File: src/rtl/pipe_stage_reg.sv
// rtl/pipe_stage_reg.sv - inter-stage pipeline register with valid/ready, stall, flush and optional skid slot
module pipe_stage_reg #(
  parameter int WIDTH = 32,
  parameter bit SKID  = 1'b1
) (
  input  logic             clk,
  input  logic             rst_n,
  input  logic             in_valid,
  output logic             in_ready,
  input  logic [WIDTH-1:0] in_data,
  output logic             out_valid,
  input  logic             out_ready,
  output logic [WIDTH-1:0] out_data,
  input  logic             stall,
  input  logic             flush,
  output logic [1:0]       occupancy
);

  typedef enum logic [1:0] {EMPTY = 2'd0, ONE = 2'd1, TWO = 2'd2} state_t;

  state_t           state;
  logic             skid_valid;
  logic [WIDTH-1:0] skid_data;
  logic             accept;
  logic             take;

  assign take   = out_valid && out_ready && !stall;
  assign accept = in_valid && in_ready;

  // With the skid slot, ready depends only on registered state, breaking the ready chain.
  assign in_ready = SKID ? !skid_valid : (!out_valid || take);

  always_ff @(posedge clk) begin
    if (!rst_n || flush) begin
      state      <= EMPTY;
      out_valid  <= 1'b0;
      out_data   <= '0;
      skid_valid <= 1'b0;
      skid_data  <= '0;
      occupancy  <= 2'd0;
    end else begin
      case (state)
        EMPTY: begin
          if (accept) begin
            state     <= ONE;
            out_valid <= 1'b1;
            out_data  <= in_data;
            occupancy <= 2'd1;
          end
        end
        ONE: begin
          if (accept && take) begin
            out_data <= in_data;
          end else if (accept && SKID) begin
            state      <= TWO;
            skid_valid <= 1'b1;
            skid_data  <= in_data;
            occupancy  <= 2'd2;
          end else if (take) begin
            // Bubble: emptied main slot reads as a NOP.
            state     <= EMPTY;
            out_valid <= 1'b0;
            out_data  <= '0;
            occupancy <= 2'd0;
          end
        end
        TWO: begin
          if (take) begin
            state      <= ONE;
            out_data   <= skid_data;
            skid_valid <= 1'b0;
            skid_data  <= '0;
            occupancy  <= 2'd1;
          end
        end
        default: begin
          state      <= EMPTY;
          out_valid  <= 1'b0;
          out_data   <= '0;
          skid_valid <= 1'b0;
          skid_data  <= '0;
          occupancy  <= 2'd0;
        end
      endcase
    end
  end

endmodule

File: config.mk
export PLATFORM = sky130hd
export DESIGN_NAME = pipe_stage_reg
export DESIGN_NICKNAME = d
export VERILOG_FILES = /design/src/rtl/pipe_stage_reg.sv
export SDC_FILE = /design/constraint.sdc
export NUM_CORES = 1
export LEC_CHECK = 0
export CAP_MARGIN = 40
export CORE_UTILIZATION = 45
export CTS_BUF_LIST = sky130_fd_sc_hd__clkbuf_4 sky130_fd_sc_hd__clkbuf_8
export CTS_CLUSTER_SIZE = 14
export DETAILED_ROUTE_END_ITERATION = 10
export HOLD_SLACK_MARGIN = 0.02
export MAX_ROUTING_LAYER = met4
export PLACE_DENSITY = 0.79
export SYNTH_ARGS = -nofsm -noshare
export SYNTH_HDL_FRONTEND = slang
export SYNTH_SLANG_ARGS = --single-unit
File: constraint.sdc
create_clock -name clk -period 1.45 [get_ports clk]
set_input_delay 0.145 -clock clk [delete_from_list [all_inputs] [get_ports clk]]
set_output_delay 0.145 -clock clk [all_outputs]
set_load 0.02 [all_outputs]
==> impl_metrics.toml, run 1 <==
[status]
outcome = "finished, final reports clean"

[drt]
drcViolationCount = 0
ant_nets = 0
avgViaCountPerCell = 6.15
wl_per_cell_um = 18.7
dr.pass1.iters = 4
drt_iter0_drc = 186
num_vias = 2329
routed_wl_mm = 7.08

[timing]
setup_tns_ns = 0
fin_crit_ns = 1.43
fin_skew_ns = 0.0113
period_share_pct = 98.8
timing.hold.ws_ns = 0.212
max_slew_margin_pct = 70.8
tightest_slew_ns = 0.432
fmax_mhz = 698
finalHoldViolCount = 0
setup_viol = 0
rsz0062_at_grt = "true"
final_max_slew_viol_count = 0

[clock_network]
cts.clk_slew.worst_paths_ns = 0.07
clock_latency_ns = 0.34
numCtsBuffers = 9
cts_tree = "built"
clock-sinks = 68
htree_num_levels = 3
root_buffer = "clkbuf_8"
cts_buffer_depth = 2

[power_and_ir_drop]
sw_frac_of_total_pct = 24.1
leakagePower_uw = 0.00190
ir_worst_vdd_v = 0.000787
switching_power_uw = 1010
internal_power_uw = 3180
power_frac_seq_pct = 46.2
power_uw = 4200
pwr-share-clk_pct = 41.0
combPwrFrac_pct = 12.9
cellPowerDensity_mw_per_mm2 = 1080

[global_route]
grt_max_degree = 43
antenna_found_initial = 0
grt.total_usage_pct = 22.0
overflow = 0
grt_pass1_vias = 2140
grt_pass1_wl_mm = 10.3

[final_layout]
fillers = 443
n_antenna_cell = 0
multi_input_area_mm2 = 0.00118
syn_to_final_growth_pct = 44.6
stdcell_count = 379
register_area_mm2 = 0.00137
final_layout_size_suffix_gt1_share_pct = 19.9
nets = 340
post-route-util_pct = 69.0

[critical_path]
worstPathMaxFanout = 2
path_cells = "clkdlybuf4s50_1"
crit_buf_inv = 1
slowest_delay_ns = 0.61
required_ns = 1.31
crit_family = "buffers and inverters"
slowest_stage = "clkdlybuf4s50_1"
critPathKind = "register to primary output"
arrival_ns = 1.29
start_kind = "register"
endpoint_kind = "primary output"

[synthesis]
synth_top_area_share_pct = 50.9
ys_types = 33
synth_top_cells_by_area = "dfxtp_1, a32o_1, a221o_1"
syn_nets = 261
synth_top_area_cell = "dfxtp_1"
synth_cells = 223
synth_warnings = 0
mappedNetlistArea_mm2 = 0.00268
synth_seq_cells = 68
seq_area_frac_synth_pct = 50.9
syn_avg_cell_area_um2 = 12.0

[floorplan]
start_util_pct = 47.7
std_cell_rows = 27
die_y_um = 79.1
die_area_mm2 = 0.00626
core_area_mm2 = 0.00561
ios = 74
die_w_um = 79.1

[hold_path]
hold_path.class = "primary input to register"

[flow_run]
cap_violations = 0

[placed_design]
gp_congestion = 0.835
port_buffers = 73
placedCellCount = 358
place_hpwl_mm = 4.10
stage by stage:
| step | instance area, um2 | setup slack (ns) |
|---|---|---|
| floorplan | 2700 | -0.00711 |
| detailed placement | 3490 | -0.268 |
| finish | 3870 | 0.0179 |
| global placement | 3490 | -0.238 |
| global route | 3870 | -0.0242 |
| CTS | 3690 | 0.000238 |
worst paths after layout:
check,cells after the start,end,from,slack [ns]
worst min register to register,1,out_data[25]$_SDFFE_PP0P_,out_data[25]$_SDFFE_PP0P_,0.46
worst min-delay path,3,skid_valid$_SDFFE_PP0P_,in_valid,0.21
worst max register to register,4,skid_data[22]$_SDFFE_PP0P_,out_valid$_SDFFE_PP0P_,0.02
worst max-delay path,1,out_data[19],out_data[19]$_SDFFE_PP0P_,0.02
flip-flops by register name, indices dropped and copies added (netlist names):
signal / count
state: 2
out_data: 32
skid_data: 32
out_valid: 1
skid_valid: 1
Yosys cell counts:
| master | number |
|---|---|
| a211oi_1 | 1 |
| a211oi_2 | 1 |
| a21o_1 | 2 |
| a21oi_1 | 2 |
| a21oi_4 | 1 |
| a221o_1 | 30 |
| a32o_1 | 34 |
| a32oi_1 | 1 |
| and2_4 | 2 |
| and3_1 | 30 |
| and3_4 | 1 |
| and3b_2 | 1 |
| buf_2 | 10 |
| buf_4 | 3 |
| buf_6 | 11 |
| clkbuf_1 | 2 |
| dfxtp_1 | 68 |
| inv_1 | 2 |
| nand2_1 | 2 |
| nand2b_1 | 2 |
| nand3_1 | 1 |
| nand3b_4 | 1 |
| nor2_1 | 2 |
| nor2_2 | 1 |
| nor2b_1 | 4 |
| nor3_1 | 1 |
| o211ai_1 | 1 |
| o21ai_0 | 1 |
| o21ai_2 | 1 |
| o21bai_1 | 1 |
| o311ai_0 | 1 |
| o32ai_4 | 1 |
| or3_4 | 1 |
power by group through the flow:
stage	registers [uW]	logic, uW	clock network [uW]
after floorplan	2020	207	0
after global placement	1980	488	0
after detailed placement	1980	496	0
after CTS	1940	489	1730
after global routing	1940	567	1830
final	1940	539	1720
logic make-up (layout without fill, tap and decap cells):
group	after synthesis	in the layout	synth area share, %
AND/OR/NAND/NOR	49	50	12.2
buffers and inverters	28	111	7.90
AO/OA/AOI/OAI	78	78	29.0
flip-flops	68	68	50.9
layout make-up:
| class | instances | share of cell area (%) |
|---|---|---|
| multi-input cells | 128 | 30.5 |
| flip-flops and latches | 68 | 35.5 |
| well taps | 72 | 2.33 |
| clock inverters | 6 | 2.26 |
| inverters | 2 | 0.194 |
| clock buffers | 10 | 3.40 |
| repair buffers | 93 | 25.8 |
placed cells by master (no fill, tap or decap), drive strengths merged, types with 2 or more instances in the layout:
master and instances:
dfxtp 68, clkdlybuf4s50 38, a32o 34, and3 32, a221o 30, dlymetal6s2s 18
buf 18, dlygate4sd2 17, clkbuf 12, nor2b 4, inv 3, nor2 3
a21oi 3, and2 2, nand2 2, a21o 2, bufinv 2, o21ai 2
nand2b 2, a211oi 2, clkinv 2
metal layers:
metal | GRT usage, % | vias to the layer above | share of wire, %
met5 | - | - | 0
met4 | 7.64 | 0 | 1.3
met1 | 25.9 | 1157 | 41
met3 | 5.52 | 8 | 6.4
met2 | 36.6 | 98 | 51
li1 | - | 1066 | -
what timing repair did:
action                     4_1_cts  5_1_grt
hold endpoints to repair         0        0
resized for setup               17       34
gates cloned                     0        4
setup endpoints to repair       17       58
setup buffers                    0        1
hold buffers                     0        0
pin swaps                        0        3
No activity file was read; power rests on OpenSTA's default activity.
==> run 2: changes to the inputs <==
--- a/config.mk
+++ b/config.mk
@@ -10,9 +10,10 @@
 export CTS_BUF_LIST = sky130_fd_sc_hd__clkbuf_4 sky130_fd_sc_hd__clkbuf_8
 export CTS_CLUSTER_SIZE = 14
 export DETAILED_ROUTE_END_ITERATION = 10
+export GPL_ROUTABILITY_DRIVEN = 0
 export HOLD_SLACK_MARGIN = 0.02
 export MAX_ROUTING_LAYER = met4
-export PLACE_DENSITY = 0.79
+export PLACE_DENSITY = 0.86
 export SYNTH_ARGS = -nofsm -noshare
 export SYNTH_HDL_FRONTEND = slang
 export SYNTH_SLANG_ARGS = --single-unit
==> run 2 against run 1 <==
  * Wire length down 3.1%
  * Global-route usage shrank 0.63 points
  * Die area stayed put
  * Clock skew is 0.0080 ns lower
  * Setup slack gained 0.0084 ns
  * Worst hold slack gained 0.010 ns
  * Fmax is 0.59% higher
  * Power fell by 4.3%
  * Register-to-register slack is essentially flat
  * Sequential power about the same
  * Critical path type is now register to register
  * Critical endpoint is now skid_data[13]$_SDFFE_PP0P_
==> impl_metrics.toml, run 2 (synthesized netlist as in run 1, its figures left out) <==
[clock_network]
cts_buffer_depth = 2
cts.clk_slew.worst_paths_ns = 0.06
htree_num_levels = 3
numCtsBuffers = 9
root_buffer = "clkbuf_8"
cts_tree = "built"
clock_latency_ns = 0.32
clock-sinks = 68

[power_and_ir_drop]
combPwrFrac_pct = 13.7
leakagePower_uw = 0.00202
internal_power_uw = 3100
switching_power_uw = 919
power_uw = 4010
ir_worst_vdd_v = 0.000546
cellPowerDensity_mw_per_mm2 = 1030
power_frac_seq_pct = 48.3
sw_frac_of_total_pct = 22.9
pwr-share-clk_pct = 37.9

[timing]
fin_skew_ns = 0.00328
fin_ws_ns = 0.0262
tightest_slew_ns = 0.405
period_share_pct = 98.2
fmax_mhz = 702
max_slew_margin_pct = 72.7
setup_viol = 0
setup_tns_ns = 0
final_max_slew_viol_count = 0
finalHoldViolCount = 0
fin_crit_ns = 1.42
rsz0062_at_grt = "true"

[global_route]
grt_pass1_vias = 2136
antenna_found_initial = 0
grt.total_usage_pct = 21.4
grt_pass1_wl_mm = 9.96
grt_max_degree = 33
overflow = 0

[floorplan]
die_area_mm2 = 0.00626
core_area_mm2 = 0.00561
die_w_um = 79.1
std_cell_rows = 27
die_y_um = 79.1
ios = 74
start_util_pct = 47.7

[critical_path]
path_cells = "buf_8 > buf_4 > and2_4 > and2_4 > a32o_1"
endpoint_kind = "register"
slowest_delay_ns = 0.37
start_kind = "register"
critPathKind = "register to register"
slowest_stage = "dfxtp_4"
arrival_ns = 1.64
worstPathMaxFanout = 16
path_common_cell = "and2_4"
required_ns = 1.67

[final_layout]
multi_input_area_mm2 = 0.00117
fillers = 441
syn_to_final_growth_pct = 46.2
final_layout_size_suffix_gt1_share_pct = 19.9
post-route-util_pct = 69.7
top_regs = "out_data x32, skid_data x32, state x2"
register_area_mm2 = 0.00137
final_area_mm2 = 0.00391
final_common_cell = "dfxtp_1"
n_antenna_cell = 0
layout_common_cells = "dfxtp_1, clkdlybuf4s50_1, a32o_1"
nets = 347

[status]
outcome = "finished, final reports clean"

[drt]
wl_per_cell_um = 17.9
num_vias = 2265
avgViaCountPerCell = 5.90
drcViolationCount = 0
ant_nets = 0
routed_wl_mm = 6.86
dr.pass1.iters = 4
drt_iter0_drc = 124

[hold_path]
hold_path.class = "primary input to register"

[placed_design]
pre_cts_slack_ns = -0.278
port_buffers = 73
place_area_mm2 = 0.00352
place_hpwl_mm = 4.00

[flow_run]
cap_violations = 0
==> run 2: cell count changes in the layout (fill, tap and decap cells not counted), moves of 4 or more <==
cell,previous run,this run
and3_1,26,30
and3_4,6,2
buf_4,9,18
buf_6,6,1
dlygate4sd2_1,17,9
dlymetal6s2s_1,18,25
==> run 2: worst max-delay path: cells and delay by family (launching register included) <==
| kind | cells | cell delay, ns |
|---|---|---|
| AO/OA/AOI/OAI | 1 | 0.28 |
| buffers and inverters | 2 | 0.28 |
| flip-flops | 1 | 0.37 |
| AND/OR/NAND/NOR | 2 | 0.39 |
==> run 2: layer usage <==
metal,track usage [%],part of all wire [%],vias up
li1,-,-,1071
met1,24.7,42,1103
met2,35.3,50,83
met3,5.86,6.4,8
met4,8.18,0.89,0
met5,-,0,-
==> run 2: path summary, 6_finish.rpt <==
check	from	to	slack, ns	cells after the start
setup / recovery	state[0]$_SDFFE_PP0P_	skid_data[13]$_SDFFE_PP0P_	0.03	5
setup reg to reg	state[0]$_SDFFE_PP0P_	skid_data[13]$_SDFFE_PP0P_	0.03	5
hold / removal	in_valid	skid_valid$_SDFFE_PP0P_	0.22	3
hold reg to reg	out_data[25]$_SDFFE_PP0P_	out_data[25]$_SDFFE_PP0P_	0.45	1
==> run 2: repair_timing <==
| action | 4_1_cts | 5_1_grt |
|---|---|---|
| setup buffers | 0 | 5 |
| pin swaps | 0 | 5 |
| hold buffers | 0 | 0 |
| endpoints found under the setup margin | 10 | 88 |
| gates resized for setup | 9 | 36 |
| endpoints found under the hold margin | 0 | 0 |
| cloned | 0 | 4 |
==> run 2: final cells by class <==
| class | instances | area share (%) |
|---|---|---|
| clock buffers | 12 | 4.06 |
| flip-flops and latches | 68 | 35.1 |
| well taps | 72 | 2.30 |
| repair buffers | 99 | 27.4 |
| clock inverters | 2 | 0.896 |
| multi-input cells | 129 | 30.0 |
| inverters | 2 | 0.192 |
==> run 2: power groups by stage <==
stage | clock network [uW] | logic (uW) | registers, uW
floorplan | 0 | 207 | 2020
global placement | 0 | 496 | 1980
detailed placement | 0 | 507 | 1980
CTS | 1550 | 502 | 1940
global route | 1640 | 587 | 1940
finish | 1520 | 552 | 1940
==> run 2: through the flow <==
step | instances | hold WS (ns)
global placement | 361 | 0.447
CTS | 375 | 0.446
detailed placement | 361 | 0.446
global route | 384 | 0.254
floorplan | 223 | 0.299
finish | 384 | 0.223
==> run 3: changes to the inputs <==
--- a/config.mk
+++ b/config.mk
@@ -6,14 +6,15 @@
 export NUM_CORES = 1
 export LEC_CHECK = 0
 export CAP_MARGIN = 40
-export CORE_UTILIZATION = 45
+export CORE_UTILIZATION = 53
 export CTS_BUF_LIST = sky130_fd_sc_hd__clkbuf_4 sky130_fd_sc_hd__clkbuf_8
 export CTS_CLUSTER_SIZE = 14
 export DETAILED_ROUTE_END_ITERATION = 10
 export GPL_ROUTABILITY_DRIVEN = 0
 export HOLD_SLACK_MARGIN = 0.02
 export MAX_ROUTING_LAYER = met4
-export PLACE_DENSITY = 0.86
+export PLACE_DENSITY = 0.94
+export SLEW_MARGIN = 5
 export SYNTH_ARGS = -nofsm -noshare
 export SYNTH_HDL_FRONTEND = slang
 export SYNTH_SLANG_ARGS = --single-unit
==> constraint.sdc (replaced) <==
create_clock -name clk -period 1.8 [get_ports clk]
set_input_delay 0.18 -clock clk [delete_from_list [all_inputs] [get_ports clk]]
set_output_delay 0.18 -clock clk [all_outputs]
set_load 0.02 [all_outputs]
==> run 3 against run 2 <==
  * Sequential power down 20%
  * Combinational power down 29%
  * Count of clock-buffer cells in the layout unchanged
  * Worst hold slack better by 0.24 ns
  * Highest routed layer unchanged
  * Cell area down 7.6%
  * Setup slack better by 0.044 ns
  * Via count down 1.6%
  * First-iteration DRC count up 12%
  * Cell count down 4.2%
  * Clock power down 26%
  * Clock skew up 0.0028 ns
==> impl_metrics.toml, run 3 (synthesized netlist as in run 1, its figures left out) <==
[drt]
avgViaCountPerCell = 6.05
num_vias = 2228
drcViolationCount = 0
routed_wl_mm = 6.24
drt_iter0_drc = 139
ant_nets = 0
dr.pass1.iters = 6
wl_per_cell_um = 17.0

[status]
outcome = "finished, final reports clean"

[final_layout]
final_common_cell = "clkdlybuf4s50_1"
nets = 334
final_layout_size_suffix_gt1_share_pct = 15.0
fillers = 324
syn_to_final_growth_pct = 35.1
n_antenna_cell = 0
top_regs = "out_data x32, skid_data x32, state x2"
layout_common_cells = "clkdlybuf4s50_1, dfxtp_1, a32o_1"
post-route-util_pct = 75.5
final_area_mm2 = 0.00361

[clock_network]
numCtsBuffers = 9
root_buffer = "clkbuf_8"
clock_latency_ns = 0.35
cts_tree = "built"
cts.clk_slew.worst_paths_ns = 0.07
cts_buffer_depth = 2
cts_setup_buffers = 0
htree_num_levels = 3
clock-sinks = 68

[floorplan]
std_cell_rows = 25
die_w_um = 73.0
core_area_mm2 = 0.00479
start_util_pct = 55.9
ios = 74
die_y_um = 73.0
die_area_mm2 = 0.00534

[hold_path]
holdPathEnd = "out_data[17]$_SDFFE_PP0P_"
min_from = "out_data[17]$_SDFFE_PP0P_"
holdPathStages = 1
hold_path.class = "register to register"

[critical_path]
path_cells = "buf_4 > clkdlybuf4s50_1"
r2r_end = "skid_data[20]$_SDFFE_PP0P_"
rr_startpoint = "out_valid$_SDFFE_PP0P_"
slowest_stage = "clkdlybuf4s50_1"
required_ns = 1.62
reg2reg_depth = 4
worstPathMaxFanout = 8
start_kind = "register"
arrival_ns = 1.55
endpoint_kind = "primary output"
slowest_delay_ns = 0.60
critPathKind = "register to primary output"
ff2ff_setup_slack_ns = 0.17

[timing]
fmax_mhz = 578
fin_ws_ns = 0.0703
fin_crit_ns = 1.73
final_max_slew_viol_count = 0
fin_skew_ns = 0.00612
period_share_pct = 96.1
max_slew_margin_pct = 54.2
setup_viol = 0
finalHoldViolCount = 0
tightest_slew_ns = 0.686
rsz0062_at_grt = "false"

[power_and_ir_drop]
cellPowerDensity_mw_per_mm2 = 852
leakagePower_uw = 0.00145
ir_worst_vdd_v = 0.000590
power_uw = 3080

[global_route]
antenna_found_initial = 0
grt_max_degree = 35
overflow = 0
grt_pass1_wl_mm = 10.1
grt.total_usage_pct = 25.9
grt_pass1_vias = 2126

[placed_design]
place_hpwl_mm = 4.06
place_area_mm2 = 0.00343
port_buffers = 73
pre_cts_slack_ns = -0.181

[flow_run]
cap_violations = 0
[run 3: worst max-delay path by stage]
stage                           start  slack, ns                          to  depth (start not counted)
5_1_grt         state[0]$_SDFFE_PP0P_       0.03                occupancy[0]                          2
3_5_place_dp                    stall      -0.18  skid_data[24]$_SDFFE_PP0P_                          5
2_1_floorplan  out_valid$_SDFFE_PP0P_       0.26  skid_data[10]$_SDFFE_PP0P_                          6
6_report        state[0]$_SDFFE_PP0P_       0.07                occupancy[0]                          2
4_1_cts         state[1]$_SDFFE_PP0P_      0.004                occupancy[1]                          1
3_3_place_gp                    stall      -0.38  skid_data[26]$_SDFFE_PP0P_                          4
[run 3: area by class of cell]
cell class / count / area, um2 / area share [%]
Tap cell: 67 / 83.8 / 2.32
Clock inverter: 4 / 25.0 / 0.693
Multi-Input combinational cell: 127 / 1120 / 30.9
Inverter: 2 / 7.51 / 0.208
Clock buffer: 12 / 153 / 4.22
Timing Repair Buffer: 88 / 863 / 23.9
Sequential cell: 68 / 1360 / 37.7
[run 3: metal layers]
metal,vias to the layer above,share of wire [%],GRT usage (%)
met5,-,0,-
met1,1092,43,30.2
met2,73,49,41.3
li1,1052,-,-
met3,11,5.8,9.12
met4,0,1.6,9.37
[run 3: power breakdown]
| group | internal (uW) | total, uW | switching, uW |
|---|---|---|---|
| logic | 206 | 391 | 185 |
| clock network | 563 | 1120 | 562 |
| registers | 1540 | 1560 | 24.1 |
[run 3: critical path: cells and delay by family (launching register included)]
kind                   cells  cell delay [ns]
buffers and inverters      2             0.78
flip-flops                 1             0.42
[run 3: timing repair]
action	4_1_cts	5_1_grt
hold buffers	0	0
endpoints found under the setup margin	1	1
resized for setup	1	1
[run 3: stage by stage]
step	instances	hold slack [ns]	TNS, ns
2_1_floorplan	223	0.334	0
3_3_place_gp	351	0.438	-12.13
3_5_place_dp	352	0.446	-3.24
4_1_cts	368	0.462	0
5_1_grt	368	0.474	0
6_report	368	0.458	0
